`src/rtl/usb_tx_buf.sv`:
```
// Circular byte buffer that stages one USB packet for usb_tx_pkt; pkt_start 2 cycles after cmd_valid, one byte per pkt_data_ack.
// Writes while full are dropped (wr_ovf). Define USB_TX_BUF_RETRY_EN for HOLD with commit/retry replay.
module usb_tx_buf #(
    parameter int DEPTH_LOG2 = 6
) (
    input  logic       clk,
    input  logic       rst,
    input  logic [7:0] wr_data,
    input  logic       wr_en,
    output logic       wr_full,
    output logic       wr_ovf,
    input  logic       cmd_valid,
    input  logic [3:0] cmd_pid,
    output logic       cmd_ready,
    output logic       busy,
    output logic       tx_done,
`ifdef USB_TX_BUF_RETRY_EN
    input  logic       cmd_retry,
    input  logic       cmd_commit,
`endif
    output logic       pkt_start,
    output logic [3:0] pkt_pid,
    output logic [9:0] pkt_len,
    output logic [7:0] pkt_data,
    input  logic       pkt_done,
    input  logic       pkt_data_ack
);

    localparam int DEPTH = 1 << DEPTH_LOG2;
    localparam int CW    = DEPTH_LOG2 + 1;
    localparam logic [DEPTH_LOG2-1:0] PTR_ONE = 1;
    localparam logic [CW-1:0]         CNT_ONE = 1;
    localparam logic [CW-1:0]         CNT_FULL = CW'(DEPTH);

    typedef enum logic [1:0] {
        S_IDLE,
        S_START,
        S_SEND
`ifdef USB_TX_BUF_RETRY_EN
        , S_HOLD
`endif
    } state_t;

    state_t                state_q, state_d;
    logic [7:0]            mem [DEPTH];
    logic [DEPTH_LOG2-1:0] wr_ptr_q, wr_ptr_d;
    logic [DEPTH_LOG2-1:0] rd_ptr_q, rd_ptr_d;
    logic [DEPTH_LOG2-1:0] base_q, base_d;
    logic [CW-1:0]         count_q, count_d;
    logic [9:0]            rem_q, rem_d;
    logic [3:0]            pkt_pid_q, pkt_pid_d;
    logic [9:0]            pkt_len_q, pkt_len_d;
    logic [7:0]            pkt_data_q, pkt_data_d;
    logic                  pkt_start_q, pkt_start_d;
    logic                  tx_done_q, tx_done_d;
    logic                  wr_ovf_q, wr_ovf_d;

    logic                  wr_acc;
    logic                  adv;
    logic [10:0]           cnt_ext;
    logic [9:0]            len_sat;

    assign wr_full   = (count_q == CNT_FULL);
    assign wr_ovf    = wr_ovf_q;
    assign cmd_ready = (state_q == S_IDLE);
    assign busy      = (state_q != S_IDLE);
    assign tx_done   = tx_done_q;
    assign pkt_start = pkt_start_q;
    assign pkt_pid   = pkt_pid_q;
    assign pkt_len   = pkt_len_q;
    assign pkt_data  = pkt_data_q;

    always_comb begin
        state_d     = state_q;
        wr_ptr_d    = wr_ptr_q;
        rd_ptr_d    = rd_ptr_q;
        base_d      = base_q;
        count_d     = count_q;
        rem_d       = rem_q;
        pkt_pid_d   = pkt_pid_q;
        pkt_len_d   = pkt_len_q;
        tx_done_d   = 1'b0;
        pkt_start_d = (state_q == S_START);

        wr_acc   = wr_en && !wr_full;
        wr_ovf_d = wr_en && wr_full;
        adv      = (state_q == S_SEND) && pkt_data_ack && (rem_q != 10'd0);

        // A full 1024-byte buffer cannot be described in 10 bits; clamp to 1023.
        cnt_ext = 11'(count_q);
        len_sat = (cnt_ext > 11'd1023) ? 10'h3FF : cnt_ext[9:0];

        if (wr_acc) begin
            wr_ptr_d = wr_ptr_q + PTR_ONE;
            count_d  = count_q + CNT_ONE;
        end

        case (state_q)
            S_IDLE: begin
                if (cmd_valid) begin
                    pkt_pid_d = cmd_pid;
                    pkt_len_d = len_sat;
                    rem_d     = len_sat;
                    base_d    = rd_ptr_q;
                    state_d   = S_START;
                end
            end
            S_START: state_d = S_SEND;
            S_SEND: begin
                if (adv) begin
                    rd_ptr_d = rd_ptr_q + PTR_ONE;
                    rem_d    = rem_q - 10'd1;
`ifndef USB_TX_BUF_RETRY_EN
                    count_d  = count_d - CNT_ONE;
`endif
                end
                if (pkt_done) begin
                    tx_done_d = 1'b1;
`ifdef USB_TX_BUF_RETRY_EN
                    state_d   = S_HOLD;
`else
                    state_d   = S_IDLE;
`endif
                end
            end
`ifdef USB_TX_BUF_RETRY_EN
            S_HOLD: begin
                // Bytes stay owned by the packet until commit so a retry can replay them.
                if (cmd_commit) begin
                    count_d = count_d - CW'(pkt_len_q);
                    state_d = S_IDLE;
                end else if (cmd_retry) begin
                    rd_ptr_d = base_q;
                    rem_d    = pkt_len_q;
                    state_d  = S_START;
                end
            end
`endif
            default: state_d = S_IDLE;
        endcase

        pkt_data_d = mem[rd_ptr_d];
    end

    always_ff @(posedge clk) begin
        if (wr_acc) mem[wr_ptr_q] <= wr_data;
    end

    always_ff @(posedge clk or posedge rst) begin
        if (rst) begin
            state_q     <= S_IDLE;
            wr_ptr_q    <= '0;
            rd_ptr_q    <= '0;
            base_q      <= '0;
            count_q     <= '0;
            rem_q       <= '0;
            pkt_pid_q   <= '0;
            pkt_len_q   <= '0;
            pkt_data_q  <= '0;
            pkt_start_q <= 1'b0;
            tx_done_q   <= 1'b0;
            wr_ovf_q    <= 1'b0;
        end else begin
            state_q     <= state_d;
            wr_ptr_q    <= wr_ptr_d;
            rd_ptr_q    <= rd_ptr_d;
            base_q      <= base_d;
            count_q     <= count_d;
            rem_q       <= rem_d;
            pkt_pid_q   <= pkt_pid_d;
            pkt_len_q   <= pkt_len_d;
            pkt_data_q  <= pkt_data_d;
            pkt_start_q <= pkt_start_d;
            tx_done_q   <= tx_done_d;
            wr_ovf_q    <= wr_ovf_d;
        end
    end

endmodule

```
`config.mk`:
```
export PLATFORM = sky130hd
export DESIGN_NAME = usb_tx_buf
export DESIGN_NICKNAME = d
export VERILOG_FILES = /design/src/rtl/usb_tx_buf.sv
export SDC_FILE = /design/constraint.sdc
export NUM_CORES = 1
export LEC_CHECK = 0
export CELL_PAD_IN_SITES_DETAIL_PLACEMENT = 2
export CELL_PAD_IN_SITES_GLOBAL_PLACEMENT = 2
export CORE_ASPECT_RATIO = 0.9
export CORE_MARGIN = 2
export CORE_UTILIZATION = 40
export CTS_CLUSTER_SIZE = 8
export DETAILED_ROUTE_END_ITERATION = 16
export HOLD_SLACK_MARGIN = 0.12
export PLACE_DENSITY = 0.75
export SETUP_SLACK_MARGIN = 0.02
export SLEW_MARGIN = 20
export SYNTH_ARGS = -nofsm -noshare
export SYNTH_HDL_FRONTEND = slang
export SYNTH_SLANG_ARGS = --single-unit
```
`constraint.sdc`:
```
create_clock -name clk -period 9.4 [get_ports clk]
set_clock_uncertainty 0.05 [all_clocks]
set_input_delay 0.94 -clock clk [delete_from_list [all_inputs] [get_ports clk]]
set_output_delay 0.94 -clock clk [all_outputs]
set_load 0.005 [all_outputs]
```
==> flow_metrics.env, run 1 <==
export IMPL_clockBufferDepth=3
export IMPL_dr_pass1_iters=5
export IMPL_synth_cells=1939
export IMPL_drtIter0Drc=1650
export IMPL_grt_setup_unrepaired="false"
export IMPL_yosys_warnings=0
export IMPL_final_net_count=1983
export IMPL_syn2layout_area_growth_pct=13.5
export IMPL_tightest_slew_ps=1130
export IMPL_fp_coreArea_um2=62800
export IMPL_chipWidth_um=270
export IMPL_vias_per_cell=6.33
export IMPL_dieArea_um2=65600
export IMPL_hp_class="reg -> reg"
export IMPL_fmax_mhz=192
export IMPL_synth_cell_area_um2=25400
export IMPL_hold_buffers=0
export IMPL_ctsResizeCount=0
export IMPL_root_buffer="clkbuf_16"
export IMPL_synth_most_common_cell="edfxtp_1"
export IMPL_grt_start_max_net_pins=76
export IMPL_synth_largest_area_cell="edfxtp_1"
export IMPL_clk_pin_slew_worst_paths_ps=50
export IMPL_start_util_pct=40.5
export IMPL_ios=46
export IMPL_grt_ovfl_total=0
export IMPL_status="completed"
export IMPL_drt_antenna_violating_nets=0
export IMPL_vias=18116
export IMPL_yosys_most_used_dff="edfxtp_1"
export IMPL_critPathKind="reg -> reg"
export IMPL_min_period_over_period_pct=55.3
export IMPL_synthTopCellsByArea="edfxtp_1 60%, dfrtp_1 5.2%, mux2i_1 4.1%"
export IMPL_min_period_ps=5200
export IMPL_antenna_found_initial=0
export IMPL_cts_inserted_buffers=80
export IMPL_start_kind="flip-flop"
export IMPL_track_usage_pct=27.4
export IMPL_synth_cell_types=76
export IMPL_power_total_w=0.00943
export IMPL_dp_hpwl_um=54000
export IMPL_synth_area_per_cell_um2=13.1
export IMPL_wl_um=90500
export IMPL_fin_tns_setup_ps=0
export IMPL_avgRoutedWirePerCell_um=31.6
export IMPL_synth_edf_count=512
export IMPL_layout_drive_gt1_share_pct=10.7
export IMPL_yosys_top_cells_count="512 x edfxtp_1, 181 x nand2_1, 120 x nor2_1"
export IMPL_cts_tree="yes"
export IMPL_synth_top_cell_area_share_pct=60.5
export IMPL_setup_violations_final=0
export IMPL_gp_congestion=0.817
export IMPL_post_cts_buffers=0
export IMPL_relSlewSlack_pct=24.1
export IMPL_grt_pass1_wl_um=133000
export IMPL_p_leak_nw=9.56
export IMPL_ir_drop_mv=0.223
export IMPL_die_h_um=243
export IMPL_grt_pass1_vias=19416
export IMPL_arrival_ps=5660
export IMPL_final_max_slew_violation_count=0
export IMPL_num_rows=87
export IMPL_nFillCells=6081
export IMPL_ys_seq_area_share_pct=65.7
export IMPL_cp_end_kind="flip-flop"
export IMPL_power_density_nw_per_um2=326
export IMPL_ys_seq_elements=565
export IMPL_critical_path_required_ps=9860
export IMPL_clk_latency_ps=630
export IMPL_async_flop_share_pct=9.38
export IMPL_h_tree_depth=3
export IMPL_finalHoldViolations=0
export IMPL_drc=0
export IMPL_clkSinkCount=565
export IMPL_cap_violations=0
export IMPL_worstPathMaxFanout=75
export IMPL_io_buffers=42
## final timing paths
kind,depth (start not counted),slack [ps],start,endpoint
min in group asynchronous,3,820,rst,state_q[1]$_DFFE_PP0P_
hold / removal,2,420,pkt_len[2]$_DFFE_PP0P_,pkt_len[2]$_DFFE_PP0P_
max in group asynchronous,3,7840,rst,rd_ptr_q[1]$_DFF_PP0_
hold reg to reg,2,420,pkt_len[2]$_DFFE_PP0P_,pkt_len[2]$_DFFE_PP0P_
setup / recovery,13,4200,rd_ptr_q[0]$_DFF_PP0_,pkt_data[7]$_DFF_PP0_
setup reg to reg,13,4200,rd_ptr_q[0]$_DFF_PP0_,pkt_data[7]$_DFF_PP0_
## cell families after synthesis
| logic type | count (synthesis) | share of synthesized area, % |
|---|---|---|
| AO/OA/AOI/OAI | 511 | 13.9 |
| XOR/XNOR | 23 | 0.895 |
| adder cells (fa/ha/maj) | 6 | 0.295 |
| buffers and inverters | 166 | 2.96 |
| flip-flops | 565 | 65.7 |
| multiplexers | 147 | 6.58 |
| other | 1 | 0.0147 |
| AND/OR/NAND/NOR | 520 | 9.64 |
## layer usage
layer | GRT usage (%) | part of all wire, % | vias to the layer above
met1 | 35.7 | 41 | 9573
met5 | 0 | 0 | -
li1 | - | - | 7660
met2 | 45.7 | 49 | 690
met4 | 11.1 | 4.4 | 0
met3 | 4.57 | 6.2 | 193
## state kept, by name, indices dropped and copies added, names as in the netlist
name and count:
pkt_start 1, pkt_len 7, mem 512, pkt_data 8, tx_done 1, state_q 2, wr_ptr_q 6, rem_q 10
wr_ovf 1, pkt_pid 4, rd_ptr_q 6, count_q 7
## stage by stage
stage / instances / hold slack [ps] / worst slack (ps) / cell area, um2 / utilization (%)
5_1_grt: 2860 / 449 / 3970 / 28900 / 46.0
3_5_place_dp: 2722 / 418 / 3970 / 26600 / 42.3
6_report: 2861 / 425 / 4200 / 28900 / 46.0
3_3_place_gp: 2722 / 407 / 4030 / 26600 / 42.3
2_1_floorplan: 1941 / 420 / 6380 / 25400 / -
4_1_cts: 2860 / 430 / 4260 / 28900 / 46.0
## report_power, final
group / switching, W / total [W] / leakage [nW] / internal (W)
registers: 0.000205 / 0.00314 / 5.26 / 0.00293
logic: 0.00242 / 0.00355 / 3.20 / 0.00114
clock network: 0.00111 / 0.00274 / 1.10 / 0.00163
total: 0.00373 / 0.00943 / 9.56 / 0.00569
## final cells by class
type,count,area (um2),area share [%]
Antenna cell,1,2.50,0.00867
Clock buffer,135,2270,7.87
Multi-Input combinational cell,1210,8040,27.8
Tap cell,845,1060,3.66
Clock inverter,3,32.5,0.113
Inverter,18,67.6,0.234
Timing Repair Buffer,84,696,2.41
Sequential cell,565,16700,57.9
## layout by cell type (no fill, tap or decap), types with 49 or more instances in the layout
cell,instances
a211oi_1,74
a21oi_1,101
clkbuf_1,52
clkbuf_16,83
dfrtp_1,51
edfxtp_1,512
mux2i_1,103
nand2_1,181
nand3_1,54
nor2_1,118
nor3_1,49
o22ai_1,78
## worst max-delay path: stages (launching register included)
cell      delay, ps
dfrtp_2         340
buf_4           610
ha_4            250
nand4b_1        110
buf_4           280
a32o_1          300
nor2_4          830
inv_2           410
buf_4           520
mux4_2          400
nand3_1          90
o21ai_0         120
or3_1           400
a32o_1          280
Power figures use the tool's default switching activity.
==> inputs of run 2 (changes only) <==
clock period = 5.2 ns   (was 9.4 ns; I/O delays follow)
==> flow_metrics.env, run 2 (synthesis results as in run 1) <==
export IMPL_clockBufferDepth=3
export IMPL_drtIter0Drc=1799
export IMPL_crit_family="simple AND/OR/NAND/NOR gates"
export IMPL_gp_congestion=0.858
export IMPL_syn2layout_area_growth_pct=14.2
export IMPL_layout_commonest_cell="edfxtp_1"
export IMPL_crit_slowest_cell="nor4_1"
export IMPL_ctsResizeCount=0
export IMPL_die_h_um=243
export IMPL_clk_latency_ps=630
export IMPL_min_period_ps=4410
export IMPL_dr_pass1_iters=5
export IMPL_grt_pass1_wl_um=133000
export IMPL_critPathMostFrequentCell="buf_4"
export IMPL_grt_setup_unrepaired="false"
export IMPL_finalHoldViolations=0
export IMPL_met1_usage_pct=35.0
export IMPL_fin_tns_setup_ps=0
export IMPL_fin_area_um2=29000
export IMPL_cp_end_kind="flip-flop"
export IMPL_h_tree_depth=3
export IMPL_grtUsageMet2_pct=45.9
export IMPL_path_buf_inv=3
export IMPL_tightest_slew_ps=1090
export IMPL_track_usage_pct=27.4
export IMPL_setup_violations_final=0
export IMPL_start_kind="flip-flop"
export IMPL_hold_buffers=0
export IMPL_critPathKind="reg -> reg"
export IMPL_cts_inserted_buffers=80
export IMPL_dp_hpwl_um=55400
export IMPL_worstPathMaxFanout=15
export IMPL_place_area_um2=26700
export IMPL_avgRoutedWirePerCell_um=31.7
export IMPL_dieArea_um2=65600
export IMPL_min_period_over_period_pct=84.8
export IMPL_num_rows=87
export IMPL_arrival_ps=4830
export IMPL_critical_path_required_ps=5610
export IMPL_fmax_mhz=227
export IMPL_post_cts_buffers=0
export IMPL_grt_start_max_net_pins=88
export IMPL_fp_coreArea_um2=62800
export IMPL_power_density_nw_per_um2=590
export IMPL_grt_ovfl_total=0
export IMPL_path_cells="inv_1, ha_1, nor4b_4, a311oi_1, xnor2_2, buf_4, nor2_1, buf_4, nand3_1, o311ai_0, nor4_1, o32ai_1"
export IMPL_chipWidth_um=270
export IMPL_slowest_delay_ps=930
export IMPL_hp_class="in -> async"
export IMPL_final_max_slew_violation_count=0
export IMPL_status="completed"
export IMPL_ios=46
export IMPL_final_cell_mix="512 x edfxtp_1, 181 x nand2_1, 120 x nor2_1"
export IMPL_layout_drive_gt1_share_pct=11.4
export IMPL_wl_um=91100
export IMPL_top_usage_layer="met2"
export IMPL_grt_util_met3_pct=4.28
export IMPL_antenna_found_initial=3
export IMPL_relSlewSlack_pct=27.0
export IMPL_io_buffers=42
export IMPL_final_net_count=1998
export IMPL_grt_pass1_vias=19669
export IMPL_top_register="mem"
export IMPL_vias=18395
export IMPL_p_leak_nw=9.65
export IMPL_drt_antenna_violating_nets=0
export IMPL_cap_violations=0
export IMPL_cts_tree="yes"
export IMPL_vias_per_cell=6.40
export IMPL_clkSinkCount=565
export IMPL_root_buffer="clkbuf_16"
export IMPL_largest_reg_flops=512
export IMPL_clk_pin_slew_worst_paths_ps=50
export IMPL_ir_drop_mv=0.363
export IMPL_start_util_pct=40.5
export IMPL_drc=0
run 2: cell count changes in the layout (fill, tap and decap cells not counted), sizes merged:
| cell | before | now |
|---|---|---|
| buf | 50 | 65 |
| clkbuf | 135 | 129 |
| clkinv | 3 | 5 |
run 2: final timing paths:
path | startpoint | depth (start not counted) | slack (ps) | end
setup / recovery | rem_q[0]$_DFFE_PP0P_ | 12 | 790 | pkt_data[4]$_DFF_PP0_
hold reg to reg | pkt_len[3]$_DFFE_PP0P_ | 2 | 420 | pkt_len[3]$_DFFE_PP0P_
hold / removal | rst | 3 | 380 | pkt_start$_DFF_PP0_
max in group asynchronous | rst | 3 | 4080 | rd_ptr_q[1]$_DFF_PP0_
setup reg to reg | rem_q[0]$_DFFE_PP0P_ | 12 | 790 | pkt_data[4]$_DFF_PP0_
min in group clk | cmd_pid[3] | 3 | 380 | pkt_pid[3]$_DFFE_PP0P_
run 2: per-layer routing:
layer	routed length, um	part of all wire, %
met1	36800	40
met2	44400	49
met5	0	0
met4	4070	4.5
met3	5850	6.4
run 2: stage by stage:
stage | utilization (%) | total power (W) | hold slack [ps] | cells | setup slack [ps]
after floorplan | - | 0.00957 | 420 | 1941 | 2240
after global placement | 42.5 | 0.0118 | 407 | 2737 | 999
after detailed placement | 42.5 | 0.0121 | 417 | 2737 | 798
after CTS | 46.2 | 0.0171 | 360 | 2871 | 857
after global routing | 46.2 | 0.0177 | 414 | 2871 | 624
final | 46.2 | 0.0171 | 381 | 2872 | 788
run 2: power by group:
| group | leakage, nW | total, W | switching, W | internal [W] |
|---|---|---|---|---|
| Clock | 1.10 | 0.00494 | 0.00202 | 0.00291 |
| Combinational | 3.29 | 0.00652 | 0.00440 | 0.00212 |
| Sequential | 5.26 | 0.00567 | 0.000375 | 0.00530 |
run 2: cell type report:
cell class,instances,area [um2]
clock inverter,5,77.6
inverter,18,67.6
clock buffer,129,2230
sequential,565,16700
fill,6055,33800
timing repair buffer,99,858
multi-input combinational,1210,8030
tap,845,1060
antenna,1,2.50
run 2: worst min-delay path: stages:
cell,delay (ps)
clkdlybuf4s50_1,410
inv_2,50
buf_4,580
==> inputs of run 3 (changes only) <==
PLACE_DENSITY = 0.78   (was 0.75)
clock period = 3.61 ns   (was 5.2 ns; I/O delays follow)
==> flow_metrics.env, run 3 (synthesis results as in run 1) <==
export IMPL_track_usage_pct=31.1
export IMPL_r2r_worst_path_cells=12
export IMPL_root_buffer="clkbuf_16"
export IMPL_cap_violations=0
export IMPL_slowest_delay_ps=730
export IMPL_grt_ovfl_total=0
export IMPL_grt_pass1_wl_um=150000
export IMPL_hold_path_depth=1
export IMPL_gp_congestion=0.910
export IMPL_rrSetupSlack_ps=-260
export IMPL_drt_antenna_violating_nets=0
export IMPL_start_util_pct=40.5
export IMPL_syn2layout_area_growth_pct=20.1
export IMPL_clk_latency_ps=660
export IMPL_hold_start="wr_data[1]"
export IMPL_worstPathMaxFanout=15
export IMPL_crit_slowest_cell="a211oi_1"
export IMPL_num_rows=87
export IMPL_min_period_over_period_pct=107
export IMPL_h_tree_depth=3
export IMPL_cp_end_kind="flip-flop"
export IMPL_clkSinkCount=565
export IMPL_critPathMostFrequentCell="nand2_1"
export IMPL_clk_pin_slew_worst_paths_ps=70
export IMPL_multi_input_area_um2=8250
export IMPL_critPathKind="reg -> reg"
export IMPL_grt_pass1_vias=21211
export IMPL_dp_hpwl_um=64000
export IMPL_r2r_start="rem_q[0]$_DFFE_PP0P_"
export IMPL_final_max_slew_violation_count=0
export IMPL_clockBufferDepth=3
export IMPL_grt_start_max_net_pins=94
export IMPL_final_net_count=2155
export IMPL_chipWidth_um=270
export IMPL_drc=0
export IMPL_antenna_found_initial=3
export IMPL_vias=19742
export IMPL_fin_ws_ps=-264
export IMPL_min_period_ps=3870
export IMPL_largest_reg_flops=512
export IMPL_place_area_um2=27900
export IMPL_grt_setup_unrepaired="true"
export IMPL_layout_drive_gt1_share_pct=19.3
export IMPL_cts_inserted_buffers=80
export IMPL_cts_tree="yes"
export IMPL_top_register="mem"
export IMPL_die_h_um=243
export IMPL_fp_coreArea_um2=62800
export IMPL_crit_family="simple AND/OR/NAND/NOR gates"
export IMPL_start_kind="flip-flop"
export IMPL_nFillCells=5922
export IMPL_dr_pass1_iters=5
export IMPL_dieArea_um2=65600
export IMPL_finalHoldViolations=0
export IMPL_ios=46
export IMPL_path_buf_inv=4
export IMPL_relSlewSlack_pct=23.9
export IMPL_p_leak_nw=10.5
export IMPL_ir_drop_mv=0.794
export IMPL_hp_class="in -> reg"
export IMPL_path_cells="inv_1, ha_1, nor4b_4, buf_6, a311o_2, nand2_1, inv_4, nand2_1, a211oi_1, nor4_1, buf_4, o32ai_1"
export IMPL_place_ws_ps=-215
export IMPL_layout_commonest_cell="edfxtp_1"
export IMPL_vias_per_cell=6.55
export IMPL_fin_area_um2=30600
export IMPL_critical_path_required_ps=4120
export IMPL_arrival_ps=4380
export IMPL_io_buffers=42
export IMPL_avgRoutedWirePerCell_um=35.4
export IMPL_ff_latch_area_um2=16700
export IMPL_fmax_mhz=258
export IMPL_tightest_slew_ps=1140
export IMPL_setup_violations_final=7
export IMPL_power_density_nw_per_um2=874
export IMPL_violations="negative setup slack"
export IMPL_min_to="mem[37][1]$_DFFE_PP_"
export IMPL_drtIter0Drc=2296
export IMPL_regToRegEndpoint="pkt_data[2]$_DFF_PP0_"
export IMPL_final_cell_mix="512 x edfxtp_1, 191 x buf_4, 178 x nand2_1"
export IMPL_wl_um=107000
export IMPL_status="finished with violations"
==> run 3: repair_timing <==
action | 4_1_cts | 5_1_grt
endpoints found under the hold margin | 14 | 0
setup endpoints to repair | 7 | 8
pin swaps | 1 | 5
gates resized for setup | 22 | 35
hold buffers | 1 | 0
setup buffers | 1 | 9
gates cloned | 0 | 0
==> run 3: worst max-delay path by stage <==
stage,start,endpoint,slack [ps],cells after the start
floorplan,rd_ptr_q[0]$_DFF_PP0_,pkt_data[0]$_DFF_PP0_,650,11
global placement,rem_q[0]$_DFFE_PP0P_,pkt_data[4]$_DFF_PP0_,-90,15
detailed placement,rem_q[0]$_DFFE_PP0P_,pkt_data[4]$_DFF_PP0_,-220,12
CTS,rem_q[0]$_DFFE_PP0P_,pkt_data[5]$_DFF_PP0_,10,14
global route,rem_q[0]$_DFFE_PP0P_,pkt_data[2]$_DFF_PP0_,-310,12
finish,rem_q[0]$_DFFE_PP0P_,pkt_data[2]$_DFF_PP0_,-260,12
==> run 3: through the flow <==
| step | hold slack (ps) | TNS, ps | power (W) | utilization [%] | cells |
|---|---|---|---|---|---|
| floorplan | 410 | 0 | 0.0138 | - | 1941 |
| global placement | 408 | -143 | 0.0178 | 44.4 | 2882 |
| detailed placement | 419 | -818 | 0.0184 | 44.5 | 2883 |
| CTS | 197 | 0 | 0.0260 | 48.2 | 3003 |
| global route | 217 | -1210 | 0.0274 | 48.6 | 3012 |
| finish | 199 | -789 | 0.0267 | 48.6 | 3013 |
==> run 3: routing by layer <==
metal | part of all wire, % | global-route usage [%] | up-vias
met5 | 0.036 | 0 | -
met4 | 5.7 | 16.2 | 6
met3 | 8.8 | 6.01 | 339
met2 | 48 | 50.8 | 1200
met1 | 38 | 39.4 | 10216
li1 | - | - | 7981
==> run 3: power by group <==
group / internal, W / total, W / switching, W / leakage [nW]
sequential: 0.00762 / 0.00815 / 0.000526 / 5.26
combinational: 0.00393 / 0.0114 / 0.00746 / 4.19
clock: 0.00413 / 0.00715 / 0.00302 / 1.08
==> run 3: final cells by class <==
cell class,instances,area share (%)
Multi-Input combinational cell,1210,27.0
Timing Repair Buffer,256,7.24
Tap cell,845,3.46
Clock inverter,6,0.274
Clock buffer,112,7.09
Sequential cell,565,54.7
Antenna cell,1,0.00819
Inverter,18,0.238
